$ cat src/rtl/br_resolve_if.sv
// Request/result handshake bundle between the issue logic and the branch resolution unit.
interface br_resolve_if #(
    parameter int XLEN = 32
);
    logic            in_valid;
    logic            in_ready;
    logic [XLEN-1:0] in_a;
    logic [XLEN-1:0] in_b;
    logic [2:0]      in_func;
    logic [XLEN-1:0] in_pc;
    logic [XLEN-1:0] in_imm;
    logic            in_pred_taken;
    logic            out_valid;
    logic            out_ready;
    logic            out_taken;
    logic            out_mispredict;
    logic            out_illegal;
    logic [XLEN-1:0] out_target;
    logic [XLEN-1:0] out_next_pc;

    modport master (
        output in_valid, in_a, in_b, in_func, in_pc, in_imm, in_pred_taken, out_ready,
        input  in_ready, out_valid, out_taken, out_mispredict, out_illegal, out_target, out_next_pc
    );

    modport slave (
        input  in_valid, in_a, in_b, in_func, in_pc, in_imm, in_pred_taken, out_ready,
        output in_ready, out_valid, out_taken, out_mispredict, out_illegal, out_target, out_next_pc
    );
endinterface

$ cat src/rtl/br_resolve.sv
// Two-stage branch resolution: S1 latches operands, S2 holds the resolved
// taken/target/redirect result; saturating mispredict counter on delivery.
module br_resolve #(
    parameter int XLEN  = 32,
    parameter int CNT_W = 16
) (
    input  logic             clk,
    input  logic             rst_n,
    br_resolve_if.slave      bus,
    input  logic             flush,
    input  logic             cnt_clr,
    output logic [CNT_W-1:0] mispred_cnt
);
    localparam logic [XLEN-1:0]  PC_STEP = XLEN'(4'd4);
    localparam logic [CNT_W-1:0] CNT_MAX = {CNT_W{1'b1}};
    localparam logic [CNT_W-1:0] CNT_ONE = CNT_W'(1'b1);

    // Returns {illegal, taken}; unused encodings resolve as not-taken.
    function automatic logic [1:0] eval_branch(input logic [2:0] func,
                                               input logic [XLEN-1:0] a,
                                               input logic [XLEN-1:0] b);
        logic [1:0] r;
        case (func)
            3'd0:    r = {1'b0, a == b};
            3'd1:    r = {1'b0, a != b};
            3'd2:    r = {1'b0, $signed(a) <  $signed(b)};
            3'd3:    r = {1'b0, $signed(a) >= $signed(b)};
            3'd4:    r = {1'b0, a <  b};
            3'd5:    r = {1'b0, a >= b};
            default: r = 2'b10;
        endcase
        return r;
    endfunction

    logic            s1_valid_r;
    logic [XLEN-1:0] s1_a_r;
    logic [XLEN-1:0] s1_b_r;
    logic [XLEN-1:0] s1_pc_r;
    logic [XLEN-1:0] s1_imm_r;
    logic [2:0]      s1_func_r;
    logic            s1_pred_r;

    logic            s2_valid_r;
    logic            s2_taken_r;
    logic            s2_mis_r;
    logic            s2_ill_r;
    logic [XLEN-1:0] s2_target_r;
    logic [XLEN-1:0] s2_next_pc_r;
    logic [CNT_W-1:0] cnt_r;

    logic            s2_adv_s;
    logic            in_hs_s;
    logic            out_hs_s;
    logic            taken_s;
    logic            illegal_s;
    logic            mis_s;
    logic [XLEN-1:0] target_s;
    logic [XLEN-1:0] next_pc_s;

    // Stage-advance and handshake decisions.
    always_comb begin
        s2_adv_s     = !s2_valid_r || bus.out_ready;
        bus.in_ready = !flush && (!s1_valid_r || s2_adv_s);
        in_hs_s      = bus.in_valid && bus.in_ready;
        out_hs_s     = s2_valid_r && bus.out_ready && !flush;
    end

    // Resolve the branch held in S1.
    always_comb begin
        {illegal_s, taken_s} = eval_branch(s1_func_r, s1_a_r, s1_b_r);
        target_s  = s1_pc_r + s1_imm_r;
        next_pc_s = taken_s ? target_s : (s1_pc_r + PC_STEP);
        mis_s     = !illegal_s && (taken_s != s1_pred_r);
    end

    // S1: operand capture.
    always_ff @(posedge clk or negedge rst_n) begin
        if (!rst_n) begin
            s1_valid_r <= 1'b0;
            s1_a_r     <= '0;
            s1_b_r     <= '0;
            s1_pc_r    <= '0;
            s1_imm_r   <= '0;
            s1_func_r  <= 3'd0;
            s1_pred_r  <= 1'b0;
        end else if (flush) begin
            s1_valid_r <= 1'b0;
        end else if (in_hs_s) begin
            s1_valid_r <= 1'b1;
            s1_a_r     <= bus.in_a;
            s1_b_r     <= bus.in_b;
            s1_pc_r    <= bus.in_pc;
            s1_imm_r   <= bus.in_imm;
            s1_func_r  <= bus.in_func;
            s1_pred_r  <= bus.in_pred_taken;
        end else if (s2_adv_s) begin
            s1_valid_r <= 1'b0;
        end
    end

    // S2: resolved result; held while the consumer stalls.
    always_ff @(posedge clk or negedge rst_n) begin
        if (!rst_n) begin
            s2_valid_r   <= 1'b0;
            s2_taken_r   <= 1'b0;
            s2_mis_r     <= 1'b0;
            s2_ill_r     <= 1'b0;
            s2_target_r  <= '0;
            s2_next_pc_r <= '0;
        end else if (flush) begin
            s2_valid_r <= 1'b0;
        end else if (s2_adv_s) begin
            s2_valid_r <= s1_valid_r;
            if (s1_valid_r) begin
                s2_taken_r   <= taken_s;
                s2_mis_r     <= mis_s;
                s2_ill_r     <= illegal_s;
                s2_target_r  <= target_s;
                s2_next_pc_r <= next_pc_s;
            end
        end
    end

    // Mispredict counter: counts delivered results only, clear wins.
    always_ff @(posedge clk or negedge rst_n) begin
        if (!rst_n) begin
            cnt_r <= '0;
        end else if (cnt_clr) begin
            cnt_r <= '0;
        end else if (out_hs_s && s2_mis_r && (cnt_r != CNT_MAX)) begin
            cnt_r <= cnt_r + CNT_ONE;
        end
    end

    assign bus.out_valid      = s2_valid_r;
    assign bus.out_taken      = s2_taken_r;
    assign bus.out_mispredict = s2_mis_r;
    assign bus.out_illegal    = s2_ill_r;
    assign bus.out_target     = s2_target_r;
    assign bus.out_next_pc    = s2_next_pc_r;
    assign mispred_cnt        = cnt_r;
endmodule

$ cat src/flat_wrapper.sv
// flat-port wrapper written by rule: the top's interface ports become plain ports
module br_resolve_flat 
#(
    parameter int XLEN  = 32,
    parameter int CNT_W = 16
)
  (clk, rst_n, flush, cnt_clr, mispred_cnt, bus_in_valid, bus_in_a, bus_in_b, bus_in_func, bus_in_pc, bus_in_imm, bus_in_pred_taken, bus_out_ready, bus_in_ready, bus_out_valid, bus_out_taken, bus_out_mispredict, bus_out_illegal, bus_out_target, bus_out_next_pc);
  br_resolve_if #(.XLEN(XLEN)) bus_i ();
  input  logic clk;
  input  logic rst_n;
  input  logic flush;
  input  logic cnt_clr;
  output logic [CNT_W-1:0] mispred_cnt;
  input wire logic [$bits(bus_i.in_valid)-1:0] bus_in_valid;
  input wire logic [$bits(bus_i.in_a)-1:0] bus_in_a;
  input wire logic [$bits(bus_i.in_b)-1:0] bus_in_b;
  input wire logic [$bits(bus_i.in_func)-1:0] bus_in_func;
  input wire logic [$bits(bus_i.in_pc)-1:0] bus_in_pc;
  input wire logic [$bits(bus_i.in_imm)-1:0] bus_in_imm;
  input wire logic [$bits(bus_i.in_pred_taken)-1:0] bus_in_pred_taken;
  input wire logic [$bits(bus_i.out_ready)-1:0] bus_out_ready;
  output wire logic [$bits(bus_i.in_ready)-1:0] bus_in_ready;
  output wire logic [$bits(bus_i.out_valid)-1:0] bus_out_valid;
  output wire logic [$bits(bus_i.out_taken)-1:0] bus_out_taken;
  output wire logic [$bits(bus_i.out_mispredict)-1:0] bus_out_mispredict;
  output wire logic [$bits(bus_i.out_illegal)-1:0] bus_out_illegal;
  output wire logic [$bits(bus_i.out_target)-1:0] bus_out_target;
  output wire logic [$bits(bus_i.out_next_pc)-1:0] bus_out_next_pc;
  assign bus_i.in_valid = bus_in_valid;
  assign bus_i.in_a = bus_in_a;
  assign bus_i.in_b = bus_in_b;
  assign bus_i.in_func = bus_in_func;
  assign bus_i.in_pc = bus_in_pc;
  assign bus_i.in_imm = bus_in_imm;
  assign bus_i.in_pred_taken = bus_in_pred_taken;
  assign bus_i.out_ready = bus_out_ready;
  assign bus_in_ready = bus_i.in_ready;
  assign bus_out_valid = bus_i.out_valid;
  assign bus_out_taken = bus_i.out_taken;
  assign bus_out_mispredict = bus_i.out_mispredict;
  assign bus_out_illegal = bus_i.out_illegal;
  assign bus_out_target = bus_i.out_target;
  assign bus_out_next_pc = bus_i.out_next_pc;
  br_resolve #(.XLEN(XLEN), .CNT_W(CNT_W)) u_core (.clk(clk), .rst_n(rst_n), .bus(bus_i), .flush(flush), .cnt_clr(cnt_clr), .mispred_cnt(mispred_cnt));
endmodule
$ cat config.mk
export PLATFORM = sky130hd
export DESIGN_NAME = br_resolve_flat
export DESIGN_NICKNAME = d
export VERILOG_FILES = /design/src/rtl/br_resolve_if.sv /design/src/rtl/br_resolve.sv /design/src/flat_wrapper.sv
export SDC_FILE = /design/constraint.sdc
export NUM_CORES = 1
export LEC_CHECK = 0
export CORE_UTILIZATION = 32
export CTS_CLUSTER_SIZE = 14
export DETAILED_ROUTE_END_ITERATION = 10
export PLACE_DENSITY_LB_ADDON = 0.08
export SYNTH_ARGS = -nofsm -noshare
export SYNTH_HDL_FRONTEND = slang
export SYNTH_SLANG_ARGS = --single-unit
$ cat constraint.sdc
create_clock -name clk -period 3.7 [get_ports clk]
set_input_delay 1.11 -clock clk [delete_from_list [all_inputs] [get_ports clk]]
set_output_delay 1.11 -clock clk [all_outputs]
set_load 0.02 [all_outputs]
==> reports/metrics.cfg, run 1 <==
[yosys]
ys_seq_elements = 217
synth-async-reset-ratio_pct = 100
postSynthCellCount = 1079
synth_edf_count = 0
synth_area_sq_mm = 0.0116
syn_area_per_cell_sq_um = 10.7
syn_nets = 1283
yosysTopAreaCell = dfrtp_1
ys_seq_area_share_pct = 47.0
synth-main-ff-cell = dfrtp_1
synth_area_leaders = dfrtp_1, mux2_2, ha_1
yosys_warnings = 0
synth_top_area_share_pct = 47.0
ys_types = 71

[timing]
setup_viol = 0
relSlewSlack_pct = 56.8
rsz0062_at_grt = false
slew_viol_final = 0
skew_ns = 0.0151
timing.final.crit_share_pct = 97.0
period_needed_ns = 3.59
tightest_slew_ns = 0.648
max_freq_ghz = 0.279
tns_ns = 0
fin_ws_ns = 0.111
finalHoldViolCount = 0

[critical_path]
startpoint_type = primary input
crit_fanout = 2
end_kind = output port
worstPathArrival_ns = 2.48
slowest_stage = clkdlybuf4s50_1
slowest_delay_ns = 0.63
worstSetupPathType = in2out
required_ns = 2.59
cp_cell_sequence = clkdlybuf4s50_1 -> nor2b_1 -> a21oi_1 -> clkdlybuf4s50_1
reg2reg_depth = 9
critPathMostFrequentCell = clkdlybuf4s50_1
rrSetupSlack_ns = 0.47

[min_path]
worstHoldPathCells = 2
min_path_type = reg2reg

[clock_network]
cts_buffers = 26
postCtsSetupBuffers = 0
clk_latency_ns = 0.53
cts_resized = 0
postCtsHoldBufs = 0
cts_tree = done
cts.sinks = 217
path_clk_slew_ns = 0.06
cts-root-buf = clkbuf_16
cts_buffer_depth = 3
cts.htree.levels = 1

[global_routing]
overflow = 0
grt_use_total_pct = 16.8
antenna_found_initial = 0
grt_pass1_vias = 8725
grt_first_pass_wirelength_um = 48600
grt_max_degree = 78

[final_layout]
area_growth_pct = 32.8
finalNetCount = 1517
design_area_sq_mm = 0.0153
num_antenna_cells = 0
fillers = 3484
postLayoutCoreUtil_pct = 43.1
drive_above_1_share_pct = 17.4

[routing]
drc_errors = 0
ant_nets = 0
drt-total-wl_um = 30800
vias = 8670
wl_per_cell_um = 17.2
dr.pass1.iters = 7
vias_per_cell = 4.84
drtIter0Drc = 492

[placed_design]
dpl.hpwl_um = 22700
pre_cts_slack_ns = 0.115
port_buffers = 222
placed_cell_area_sq_mm = 0.0145
gp_congestion = 0.817

[floorplanning]
io_pins = 223
die-area_sq_mm = 0.0369
initial_utilization_pct = 32.5
rows = 69
coreArea_sq_mm = 0.0356
die_h_um = 192
fp.dieW_um = 192

[run]
drv_cap = 0

[power_and_ir_drop]
powerDensity_mw_per_mm2 = 609
power_mw = 9.35
vdd.ir_drop.worst_mv = 0.495
power_leakage_nw = 6.66

[status]
status = finished, final reports clean

-- final timing paths --
kind,end,startpoint
setup reg to reg,u_core.bus.out_target[31],u_core.s1_pc_r[14]
max in group asynchronous,u_core.mispred_cnt[5],rst_n
setup / recovery,bus_in_ready,bus_out_ready
hold reg to reg,u_core.bus.out_target[22],u_core.bus.out_target[22]
hold / removal,u_core.bus.out_target[22],u_core.bus.out_target[22]
min in group asynchronous,u_core.s1_pc_r[22],rst_n
-- state kept, by name (all words and copies together), names as in the netlist --
name,count
u_core.bus.out_next_pc,32
u_core.s1_b_r,32
u_core.bus.out_valid,1
u_core.s1_imm_r,32
u_core.bus.out_illegal,1
u_core.s1_pred_r,1
u_core.s1_valid_r,1
u_core.s1_a_r,32
u_core.s1_func_r,3
u_core.bus.out_target,32
u_core.s1_pc_r,32
u_core.mispred_cnt,16
u_core.bus.out_taken,1
u_core.bus.out_mispredict,1
-- cell families after synthesis --
family	Yosys count	synth area share [%]
multiplexers	155	15.0
adder cells (fa/ha/maj)	66	7.21
AO/OA/AOI/OAI	184	10.4
XOR/XNOR	60	4.55
AND/OR/NAND/NOR	309	12.9
flip-flops	217	47.0
buffers and inverters	88	2.96
-- report_power, final --
group	internal [mW]	switching [mW]	leakage, nW
registers	2.92	0.403	2.63
clock network	1.57	1.00	0.429
logic	1.68	1.77	3.59
total	6.17	3.18	6.66
-- placed cells by master (no fill, tap or decap), types with 5 or more instances in the layout --
master	instances
nand2b_1	13
clkdlybuf4s50_1	221
xnor2_1	33
o21ai_0	40
o31ai_1	5
and3_1	11
clkbuf_1	5
or3_1	6
nand4_1	16
a21o_1	11
xor2_1	27
inv_1	44
and4_1	6
o21ai_1	17
clkbuf_16	27
a211oi_1	6
nor3_1	15
o211ai_1	10
a21oi_1	45
nor2_1	63
o21a_1	6
nand2_1	108
clkbuf_8	9
mux2i_1	12
buf_4	22
nor2b_1	6
dfrtp_1	217
nand3_1	39
mux2_2	142
buf_12	6
ha_1	65
-- layout make-up --
| type | count | area [sq um] | area share [%] |
|---|---|---|---|
| flip-flops and latches | 217 | 5430 | 35.4 |
| well taps | 461 | 577 | 3.76 |
| clock buffers | 41 | 818 | 5.33 |
| repair buffers | 250 | 2510 | 16.4 |
| multi-input cells | 774 | 5800 | 37.8 |
| inverters | 44 | 165 | 1.08 |
| clock inverters | 4 | 45.0 | 0.293 |
-- critical path, delay by kind of cell --
family	cells	cell delay, ns
AND/OR/NAND/NOR	1	0.06
AO/OA/AOI/OAI	1	0.20
buffers and inverters	2	1.10
-- synth_stat cells, types with 17 or more instances --
master,instances
dfrtp_1,217
mux2_2,142
nand2_1,109
ha_1,65
nor2_1,63
a21oi_1,45
inv_1,44
o21ai_0,40
nand3_1,39
xnor2_1,33
clkbuf_1,28
xor2_1,27
o21ai_1,17
-- stage by stage --
step,cells,hold WS (ns)
floorplan,1079,0.479
global placement,1746,0.469
detailed placement,1746,0.464
CTS,1791,0.479
global route,1791,0.507
finish,1791,0.474
-- metal layers --
layer / track usage [%] / vias up / wire (um)
li1: - / 4315 / -
met5: 0 / - / 0
met4: 3.12 / 0 / 489
met1: 23.5 / 4145 / 14900
met3: 2.67 / 29 / 1310
met2: 27.5 / 181 / 14100
No activity file was read; power rests on OpenSTA's default activity.
==> run 2: changes to the inputs <==
--- a/config.mk
+++ b/config.mk
@@ -8,6 +8,7 @@
 export CORE_UTILIZATION = 32
 export CTS_CLUSTER_SIZE = 14
 export DETAILED_ROUTE_END_ITERATION = 10
+export MAX_ROUTING_LAYER = met4
 export PLACE_DENSITY_LB_ADDON = 0.08
 export SYNTH_ARGS = -nofsm -noshare
 export SYNTH_HDL_FRONTEND = slang
==> reports/metrics.cfg, run 2 (synthesized netlist as in run 1, its figures left out) <==
[routing]
vias_per_cell = 4.82
ant_nets = 0
drt-total-wl_um = 30800
drc_errors = 0
dr.pass1.iters = 6
wl_per_cell_um = 17.2
drtIter0Drc = 505
vias = 8628

[power_and_ir_drop]
power.share.sequential_pct = 35.6
combPwrFrac_pct = 36.9
pwr-share-clk_pct = 27.5
power_leakage_nw = 6.66
powerDensity_mw_per_mm2 = 609
vdd.ir_drop.worst_mv = 0.496
intPower_mw = 6.17
p_sw_mw = 3.18
power_mw = 9.35
p_sw_share_pct = 34.0

[clock_network]
cts-root-buf = clkbuf_16
clk_latency_ns = 0.53
cts.sinks = 217
cts_tree = done
path_clk_slew_ns = 0.06
cts.htree.levels = 1
cts_buffer_depth = 3
cts_buffers = 26
postCtsSetupBuffers = 0
postCtsHoldBufs = 0
cts_resized = 0

[timing]
timing.final.crit_share_pct = 97.0
rsz0062_at_grt = false
max_freq_ghz = 0.279
finalHoldViolCount = 0
tns_ns = 0
tightest_slew_ns = 0.644
period_needed_ns = 3.59
slew_viol_final = 0
relSlewSlack_pct = 57.0
skew_ns = 0.0140
setup_viol = 0

[critical_path]
slowest_stage = clkdlybuf4s50_1
worstPathArrival_ns = 2.48
critPathMostFrequentCell = clkdlybuf4s50_1
worstSetupPathType = in2out
cp_cell_sequence = clkdlybuf4s50_1 -> nor2b_1 -> a21oi_1 -> clkdlybuf4s50_1
required_ns = 2.59
crit_fanout = 2
slowest_delay_ns = 0.63
regToRegStartpoint = u_core.s1_pc_r[14]
startpoint_type = primary input
end_kind = output port
cp-startpoint = bus_out_ready

[placed_design]
gp_congestion = 0.829
port_buffers = 222
dpl.hpwl_um = 22700

[min_path]
min_from = u_core.bus.out_target[22]
min_path_type = reg2reg

[final_layout]
fillers = 3484
final_cell_mix = clkdlybuf4s50_1, dfrtp_1, mux2_2
finalNetCount = 1517
drive_above_1_share_pct = 17.4
num_antenna_cells = 0
postLayoutCoreUtil_pct = 43.1
final_common_cell = clkdlybuf4s50_1
area_growth_pct = 32.8

[floorplanning]
initial_utilization_pct = 32.5
fp.dieW_um = 192
die_h_um = 192
die-area_sq_mm = 0.0369
rows = 69
io_pins = 223
coreArea_sq_mm = 0.0356

[status]
status = finished, final reports clean

[global_routing]
grt_first_pass_wirelength_um = 48600
overflow = 0
antenna_found_initial = 0
grt_pass1_vias = 8699
grt_use_total_pct = 17.3
grt_max_degree = 78

[run]
drv_cap = 0

## run 2: power groups by stage
stage	combinational, mW	sequential, mW	clock (mW)
floorplan	1.71	3.65	0
global placement	3.46	3.37	0
detailed placement	3.48	3.37	0
CTS	3.50	3.34	2.67
global route	3.80	3.41	2.76
finish	3.45	3.33	2.57
## run 2: cell type report
class | instances | area [sq um] | area share, %
clock buffers | 41 | 818 | 5.33
clock inverters | 4 | 45.0 | 0.293
inverters | 44 | 165 | 1.08
multi-input cells | 774 | 5800 | 37.8
flip-flops and latches | 217 | 5430 | 35.4
well taps | 461 | 577 | 3.76
repair buffers | 250 | 2510 | 16.4
## run 2: stage by stage
stage               cell area [sq um]  cells  hold slack [ns]  worst slack, ns
finish                          15300   1791            0.472            0.111
global route                    15300   1791            0.507           0.0181
CTS                             15300   1791            0.479            0.103
detailed placement              14500   1746            0.464            0.115
global placement                14500   1746            0.469            0.106
floorplan                       11600   1079            0.479            0.844
## run 2: critical path, delay by kind of cell
family          cells  cell delay (ns)
compound gates      1             0.20
buf+inv             2             1.10
simple gates        1             0.06
## run 2: per-layer routing
layer / part of all wire, % / GRT usage [%] / wire length (um)
met1: 49 / 23.6 / 14900
met2: 46 / 27.4 / 14000
met3: 4.3 / 2.69 / 1320
met4: 1.6 / 3.12 / 486
met5: 0 / - / 0
## run 2: final timing paths
check                           slack [ns]  cells after the start                        end
worst max-delay path                  0.11                      4               bus_in_ready
worst min-delay path                  0.47                      2  u_core.bus.out_target[22]
worst max register to register        0.49                      9  u_core.bus.out_target[31]
worst min register to register        0.47                      2  u_core.bus.out_target[22]
max in group asynchronous             2.26                      2      u_core.mispred_cnt[0]
min in group asynchronous             0.57                      1         u_core.s1_pc_r[22]
==> run 3: changes to the inputs <==
--- a/config.mk
+++ b/config.mk
@@ -6,6 +6,7 @@
 export NUM_CORES = 1
 export LEC_CHECK = 0
 export CORE_UTILIZATION = 32
+export CTS_BUF_LIST = sky130_fd_sc_hd__clkbuf_4
 export CTS_CLUSTER_SIZE = 14
 export DETAILED_ROUTE_END_ITERATION = 10
 export MAX_ROUTING_LAYER = met4
==> reports/metrics.cfg, run 3 (synthesized netlist as in run 1, its figures left out) <==
[timing]
setup_viol = 0
timing.final.crit_share_pct = 96.9
rsz0062_at_grt = false
tightest_slew_ns = 0.647
slew_viol_final = 0
relSlewSlack_pct = 56.9
max_freq_ghz = 0.279
tns_ns = 0
finalHoldViolCount = 0
period_needed_ns = 3.58
skew_ns = 0.0515

[floorplanning]
rows = 69
die-area_sq_mm = 0.0369
die_h_um = 192
initial_utilization_pct = 32.5
coreArea_sq_mm = 0.0356
io_pins = 223
fp.dieW_um = 192

[clock_network]
path_clk_slew_ns = 0.05
cts.sinks = 217
cts_buffers = 67
cts_tree = done
cts_resized = 0
postCtsHoldBufs = 0
cts.htree.levels = 3
postCtsSetupBuffers = 0
clk_latency_ns = 0.73
cts_buffer_depth = 3
cts-root-buf = clkbuf_4

[run]
drv_cap = 0

[critical_path]
crit_fanout = 2
cp_cell_sequence = clkdlybuf4s50_1 -> nor2b_1 -> a21oi_1 -> clkdlybuf4s50_1
required_ns = 2.59
end_kind = output port
critPathMostFrequentCell = clkdlybuf4s50_1
crit_family = buffers and inverters
regToRegStartpoint = u_core.s1_pc_r[14]
worstPathArrival_ns = 2.47
slowest_delay_ns = 0.63
cp-startpoint = bus_out_ready
cp_num_buf_inv = 2
startpoint_type = primary input
worstSetupPathType = in2out
slowest_stage = clkdlybuf4s50_1

[routing]
ant_nets = 0
drc_errors = 0
drtIter0Drc = 456
drt-total-wl_um = 31100
wl_per_cell_um = 16.7
dr.pass1.iters = 6
vias = 8968
vias_per_cell = 4.83

[final_layout]
final_cell_mix = clkdlybuf4s50_1, dfrtp_1, mux2_2
final_common_cell = clkdlybuf4s50_1
finalNetCount = 1558
postLayoutCoreUtil_pct = 43.0
drive_above_1_share_pct = 20.8
fillers = 3554
area_growth_pct = 32.2

[global_routing]
overflow = 0
grt_max_degree = 78
antenna_found_initial = 2
grt_use_total_pct = 17.9
grt_pass1_vias = 9076
grt_first_pass_wirelength_um = 49300

[placed_design]
port_buffers = 222
gp_congestion = 0.829
dpl.hpwl_um = 22700

[power_and_ir_drop]
power_mw = 9.04
vdd.ir_drop.worst_mv = 0.341
power_leakage_nw = 6.70
powerDensity_mw_per_mm2 = 592

[status]
status = finished, final reports clean

[min_path]
min_path_type = in2async

==> run 3: cell count changes in the layout (fill, tap and decap cells not counted), sizes merged <==
cell,previous run,this run
clkinvlp,0,1
clkbuf,41,92
diode,0,3
inv,44,46
clkinv,3,13
==> run 3: stage by stage <==
| stage | area (sq um) | std cells | worst slack, ns | hold WS [ns] |
|---|---|---|---|---|
| global placement | 14500 | 1746 | 0.106 | 0.469 |
| global route | 15300 | 1858 | 0.0181 | 0.359 |
| floorplan | 11600 | 1079 | 0.844 | 0.479 |
| CTS | 15300 | 1855 | 0.103 | 0.333 |
| finish | 15300 | 1858 | 0.115 | 0.401 |
| detailed placement | 14500 | 1746 | 0.115 | 0.464 |
==> run 3: worst reg2reg max path: stages (launching register included) <==
cell	delay, ns
dfrtp_1	0.44
ha_1	0.43
o21ai_0	0.14
a211oi_1	0.47
or4b_4	0.56
a21bo_4	0.27
o21ai_2	0.20
a221o_1	0.21
xnor2_1	0.10
mux2_4	0.27
==> run 3: final cells by class <==
type	count	area (sq um)	share of cell area, %
multi-input cells	774	5800	38.0
diodes	3	7.51	0.0491
well taps	461	577	3.78
repair buffers	250	2510	16.4
clock buffers	92	691	4.52
inverters	44	165	1.08
flip-flops and latches	217	5430	35.5
clock inverters	17	96.3	0.631
==> run 3: worst paths after layout <==
check | cells after the start | slack [ns] | end
worst max-delay path | 4 | 0.12 | bus_in_ready
worst min-delay path | 1 | 0.40 | u_core.s1_pc_r[22]
worst max register to register | 9 | 0.49 | u_core.bus.out_target[31]
worst min register to register | 2 | 0.47 | u_core.bus.out_target[22]
max in group asynchronous | 2 | 2.44 | u_core.s1_b_r[9]
min in group clk | 2 | 0.47 | u_core.bus.out_target[22]
==> run 3: routing by layer <==
| layer | vias up | global-route usage (%) | share of wire [%] |
|---|---|---|---|
| met5 | - | - | 0 |
| met4 | 0 | 5.66 | 1.8 |
| met1 | 4263 | 23.2 | 47 |
| li1 | 4453 | - | - |
| met2 | 203 | 27.2 | 46 |
| met3 | 49 | 4.53 | 5.1 |
==> run 3: power breakdown <==
part	total [mW]	switching [mW]	internal (mW)
combinational	3.44	1.77	1.68
clock	2.27	1.06	1.21
sequential	3.32	0.400	2.92
==> edit 1, RTL diff (config.mk and constraints of run 1) <==
`CNT_W` is set to 16 in 2 places; all go to 32.
--- a/src/rtl/br_resolve.sv
+++ b/src/rtl/br_resolve.sv
@@ -3,5 +3,5 @@
 module br_resolve #(
     parameter int XLEN  = 32,
-    parameter int CNT_W = 16
+    parameter int CNT_W = 32
 ) (
     input  logic             clk,
--- a/src/flat_wrapper.sv
+++ b/src/flat_wrapper.sv
@@ -3,5 +3,5 @@
 #(
     parameter int XLEN  = 32,
-    parameter int CNT_W = 16
+    parameter int CNT_W = 32
 )
   (clk, rst_n, flush, cnt_clr, mispred_cnt, bus_in_valid, bus_in_a, bus_in_b, bus_in_func, bus_in_pc, bus_in_imm, bus_in_pred_taken, bus_out_ready, bus_in_ready, bus_out_valid, bus_out_taken, bus_out_mispredict, bus_out_illegal, bus_out_target, bus_out_next_pc);
Interface: changed (resized mispred_cnt); port bits go from 223 to 239. The function was not compared with the original's and may differ.
==> edit 1 against run 1 <==
Die area up 6.7%. Worst setup slack better by 0.0045 ns. Maximum frequency increased by 0.13%. Routed wire length up 7.9%. Largest cell class unchanged. Sequential cell count grew 16. Synthesized cell count is 8.2% higher. Synthesized area up 6.8%. Power increased by 5.7%. Hold slack got worse by 0.0072 ns. Core utilization barely moved. Final area grew 6.4%.
==> edit 1: results (changes against run 1) <==
Worst Hold End u_core.bus.out_next_pc[1] (was u_core.bus.out_target[22]); wire length of the first global-routing pass 52.4 mm (was 48.6 mm); cell depth of the worst flop-to-flop path 10 (was 9); Met3 Wirelength 1.92 mm (was 1.31 mm); Pre-antenna DRT Iters 4 (was 7); Seq/Total Area, Yosys 47.2% (was 47.0%); ratio of cells with drive above 1 in the final layout 15.5% (was 17.4%); Reg2Reg Setup Slack 0.50 ns (was 0.47 ns); power attributed to combinational cells 0.00357 W (was 0.00345 W); Num CTS Buffers 28 (was 26); outcome finished, final reports clean (unchanged); routed metal-1 wirelength 15.9 mm (was 14.9 mm); global routing usage summed across all routing layers 16.9% (was 16.8%); Top Metal Used met5 (was met4); Post-Synthesis Net Count 1,371 (was 1,283); met2 layer wire length in the routed design 14.7 mm (was 14.1 mm); total of buffers placed on input and output ports 238 (was 222); number of placed instances, taps included 1,891 (was 1,746); initial antenna violation count 2 (was 0); worst-case clock skew 0.0130 ns (was 0.0151 ns); post-placement setup slack 0.130 ns (was 0.115 ns); VDD IR-drop max 0.339 mV (was 0.495 mV); cells taking the most area after synthesis dfrtp_1 (47%), mux2_2 (13%), ha_1 (6.6%) (was dfrtp_1 (47%), mux2_2 (14%), ha_1 (7.0%)); grt met1 use 23.4% (was 23.5%); Seq power 0.00352 W (was 0.00333 W); initial drt markers 406 (was 492); count of cell types in the netlist 62 (was 71); Cell Area, Placed 15,400 um2 (was 14,500 um2); worst hold slack after final layout 0.466 ns (was 0.474 ns); Clock net power 0.00280 W (was 0.00257 W); wire length per cell after detailed routing 17.1 um (was 17.2 um); clock insertion delay at the later pin of the skew report 0.55 ns (was 0.53 ns); DR vias 9,283 (was 8,670); internal power 0.00647 W (was 0.00617 W); routability congestion estimate 0.778 (was 0.817); Final #Nets 1,614 (was 1,517); beginning of the worst hold path u_core.bus.out_next_pc[1] (was u_core.bus.out_target[22]); instance count of the mapped netlist 1,167 (was 1,079); via count of the first global-routing pass 9,458 (was 8,725); Routed WL 33.2 mm (was 30.8 mm); met3 track demand over resource in global routing 3.90% (was 2.67%); Detailed Place HPWL 23.8 mm (was 22.7 mm); static power due to leakage 7.05 nW (was 6.66 nW); global routing usage on met2 26.5% (was 27.5%)
[edit 1: cell types whose count changed after synthesis, sizes merged, moves of 8 or more]
cell	run 1	this run
nand3	40	32
nand2b	13	5
dfrtp	217	233
a21oi	46	71
nor2	63	77
o21ai	58	74
xor2	27	51
nand2	109	132
nor2b	6	15
nand4	16	25
[edit 1: kinds of logic after synthesis]
logic type               count (synthesis)  share of synthesized area [%]
AND/OR/NAND/NOR                        343                           13.2
flip-flops                             233                           47.2
AO/OA/AOI/OAI                          199                           9.86
multiplexers                           155                           14.1
buffers and inverters                   89                           2.96
XOR/XNOR                                82                           5.82
adder cells (fa/ha/maj)                 66                           6.75
[edit 1: area by class of cell]
cell class | instances | area [um2] | area share [%]
clock buffers | 43 | 837 | 5.12
well taps | 511 | 639 | 3.91
multi-input cells | 845 | 6160 | 37.7
clock inverters | 6 | 93.8 | 0.574
diodes | 1 | 2.50 | 0.0153
inverters | 46 | 173 | 1.06
repair buffers | 256 | 2600 | 15.9
flip-flops and latches | 233 | 5830 | 35.7
==> edit 2, RTL diff (config.mk and constraints of run 1) <==
Made on the original files. Reset style: synchronous (`rst_n`), changed in 3 clocked blocks.
--- a/src/rtl/br_resolve.sv
+++ b/src/rtl/br_resolve.sv
@@ -75,5 +75,5 @@
 
     // S1: operand capture.
-    always_ff @(posedge clk or negedge rst_n) begin
+    always_ff @(posedge clk) begin
         if (!rst_n) begin
             s1_valid_r <= 1'b0;
@@ -100,5 +100,5 @@
 
     // S2: resolved result; held while the consumer stalls.
-    always_ff @(posedge clk or negedge rst_n) begin
+    always_ff @(posedge clk) begin
         if (!rst_n) begin
             s2_valid_r   <= 1'b0;
@@ -123,5 +123,5 @@
 
     // Mispredict counter: counts delivered results only, clear wins.
-    always_ff @(posedge clk or negedge rst_n) begin
+    always_ff @(posedge clk) begin
         if (!rst_n) begin
             cnt_r <= '0;
Behaviour: differs if rst_n is asserted again (counterexample within 4 cycles, from zero or initial values and one cycle with rst_n low); with rst_n held inactive, the same outputs for 4 cycles.
==> edit 2 against run 1 <==
Synthesized area down 7.0%. Final area down 6.1%. Critical path depth unchanged. Worst setup slack better by 0.00061 ns. Sequential cell count unchanged. Die area down 6.9%. Routed wire length up 3.6%. Critical path type unchanged. Critical endpoint unchanged.
Power is not compared: it rests on default switching activity, and its combinational part moved more than twofold at a synthesized area within 25%.
==> edit 2: results (changes against run 1) <==
outcome finished, final reports clean (unchanged); top_reg_cell synth dfxtp_1 (was dfrtp_1); routed metal-1 wirelength 16.1 mm (was 14.9 mm); reg2reg start u_core.s1_b_r[11] (was u_core.s1_pc_r[14]); grt met1 use 26.4% (was 23.5%); number of placed instances, taps included 1,996 (was 1,746); wire length of the first global-routing pass 50.4 mm (was 48.6 mm); worst-case clock skew 0.0144 ns (was 0.0151 ns); post-placement setup slack 0.118 ns (was 0.115 ns); Detailed Place HPWL 24.2 mm (was 22.7 mm); cell depth of the worst flop-to-flop path 12 (was 9); global routing usage on met2 28.0% (was 27.5%); Met3 Wirelength 2.00 mm (was 1.31 mm); met2 layer wire length in the routed design 13.2 mm (was 14.1 mm); Pre-antenna DRT Iters 4 (was 7); ratio of cells with drive above 1 in the final layout 5.38% (was 17.4%); Final #Nets 1,786 (was 1,517); Top Metal Used met5 (was met4); slew of the pin with the lowest slew margin 0.745 ns (was 0.648 ns); Seq/Total Area, Yosys 40.4% (was 47.0%); cells taking the most area after synthesis dfxtp_1 (40%), nand2_1 (13%), a21oi_1 (9.4%) (was dfrtp_1 (47%), mux2_2 (14%), ha_1 (7.0%)); routability congestion estimate 0.850 (was 0.817); Final Total Pwr 0.00575 W; DR vias 9,836 (was 8,670); Routed WL 31.9 mm (was 30.8 mm); Synth top cells by count nand2_1 (374), dfxtp_1 (217), a21oi_1 (203) (was dfrtp_1 (217), mux2_2 (142), nand2_1 (109))
## edit 2: cell count changes in the layout (fill, tap and decap cells not counted), sizes merged, moves of 9 or more
cell	delta
a32oi	+9
a21oi	+158
xnor2	+12
nor2	-9
mux2	-142
nand2b	-9
nand2	+265
dfxtp	+217
dfrtp	-217
## edit 2: logic make-up (layout without fill, tap and decap cells)
family / count (synthesis) / after routing / share of synthesized area (%)
AO/OA/AOI/OAI: 349 / 349 / 19.1
flip-flops: 217 / 217 / 40.4
XOR/XNOR: 68 / 68 / 5.54
AND/OR/NAND/NOR: 537 / 537 / 21.3
multiplexers: 19 / 19 / 1.78
adder cells (fa/ha/maj): 66 / 66 / 7.75
other: 0 / 4 / 0
buffers and inverters: 116 / 342 / 4.13
## edit 2: layout make-up
| cell class | count | area [um2] |
|---|---|---|
| diodes | 4 | 10.0 |
| clock buffers | 38 | 737 |
| clock inverters | 6 | 83.8 |
| fillers | 3419 | 18400 |
| inverters | 46 | 175 |
| multi-input cells | 1039 | 5990 |
| flip-flops and latches | 217 | 4340 |
| well taps | 442 | 553 |
| repair buffers | 252 | 2520 |
## edit 2: final timing paths
kind | end | slack (ns)
max reg2reg | u_core.bus.out_next_pc[2] | 0.60
min reg2reg | u_core.s1_b_r[7] | 0.45
max | bus_in_ready | 0.11
min | u_core.s1_b_r[7] | 0.45
## edit 2: through the flow
stage / hold slack, ns / utilization (%) / instance area, um2
6_report: 0.452 / 44.0 / 14400
3_5_place_dp: 0.449 / 41.4 / 13600
4_1_cts: 0.457 / 43.9 / 14400
5_1_grt: 0.471 / 43.9 / 14400
2_1_floorplan: 0.436 / - / 10800
3_3_place_gp: 0.442 / 41.4 / 13600
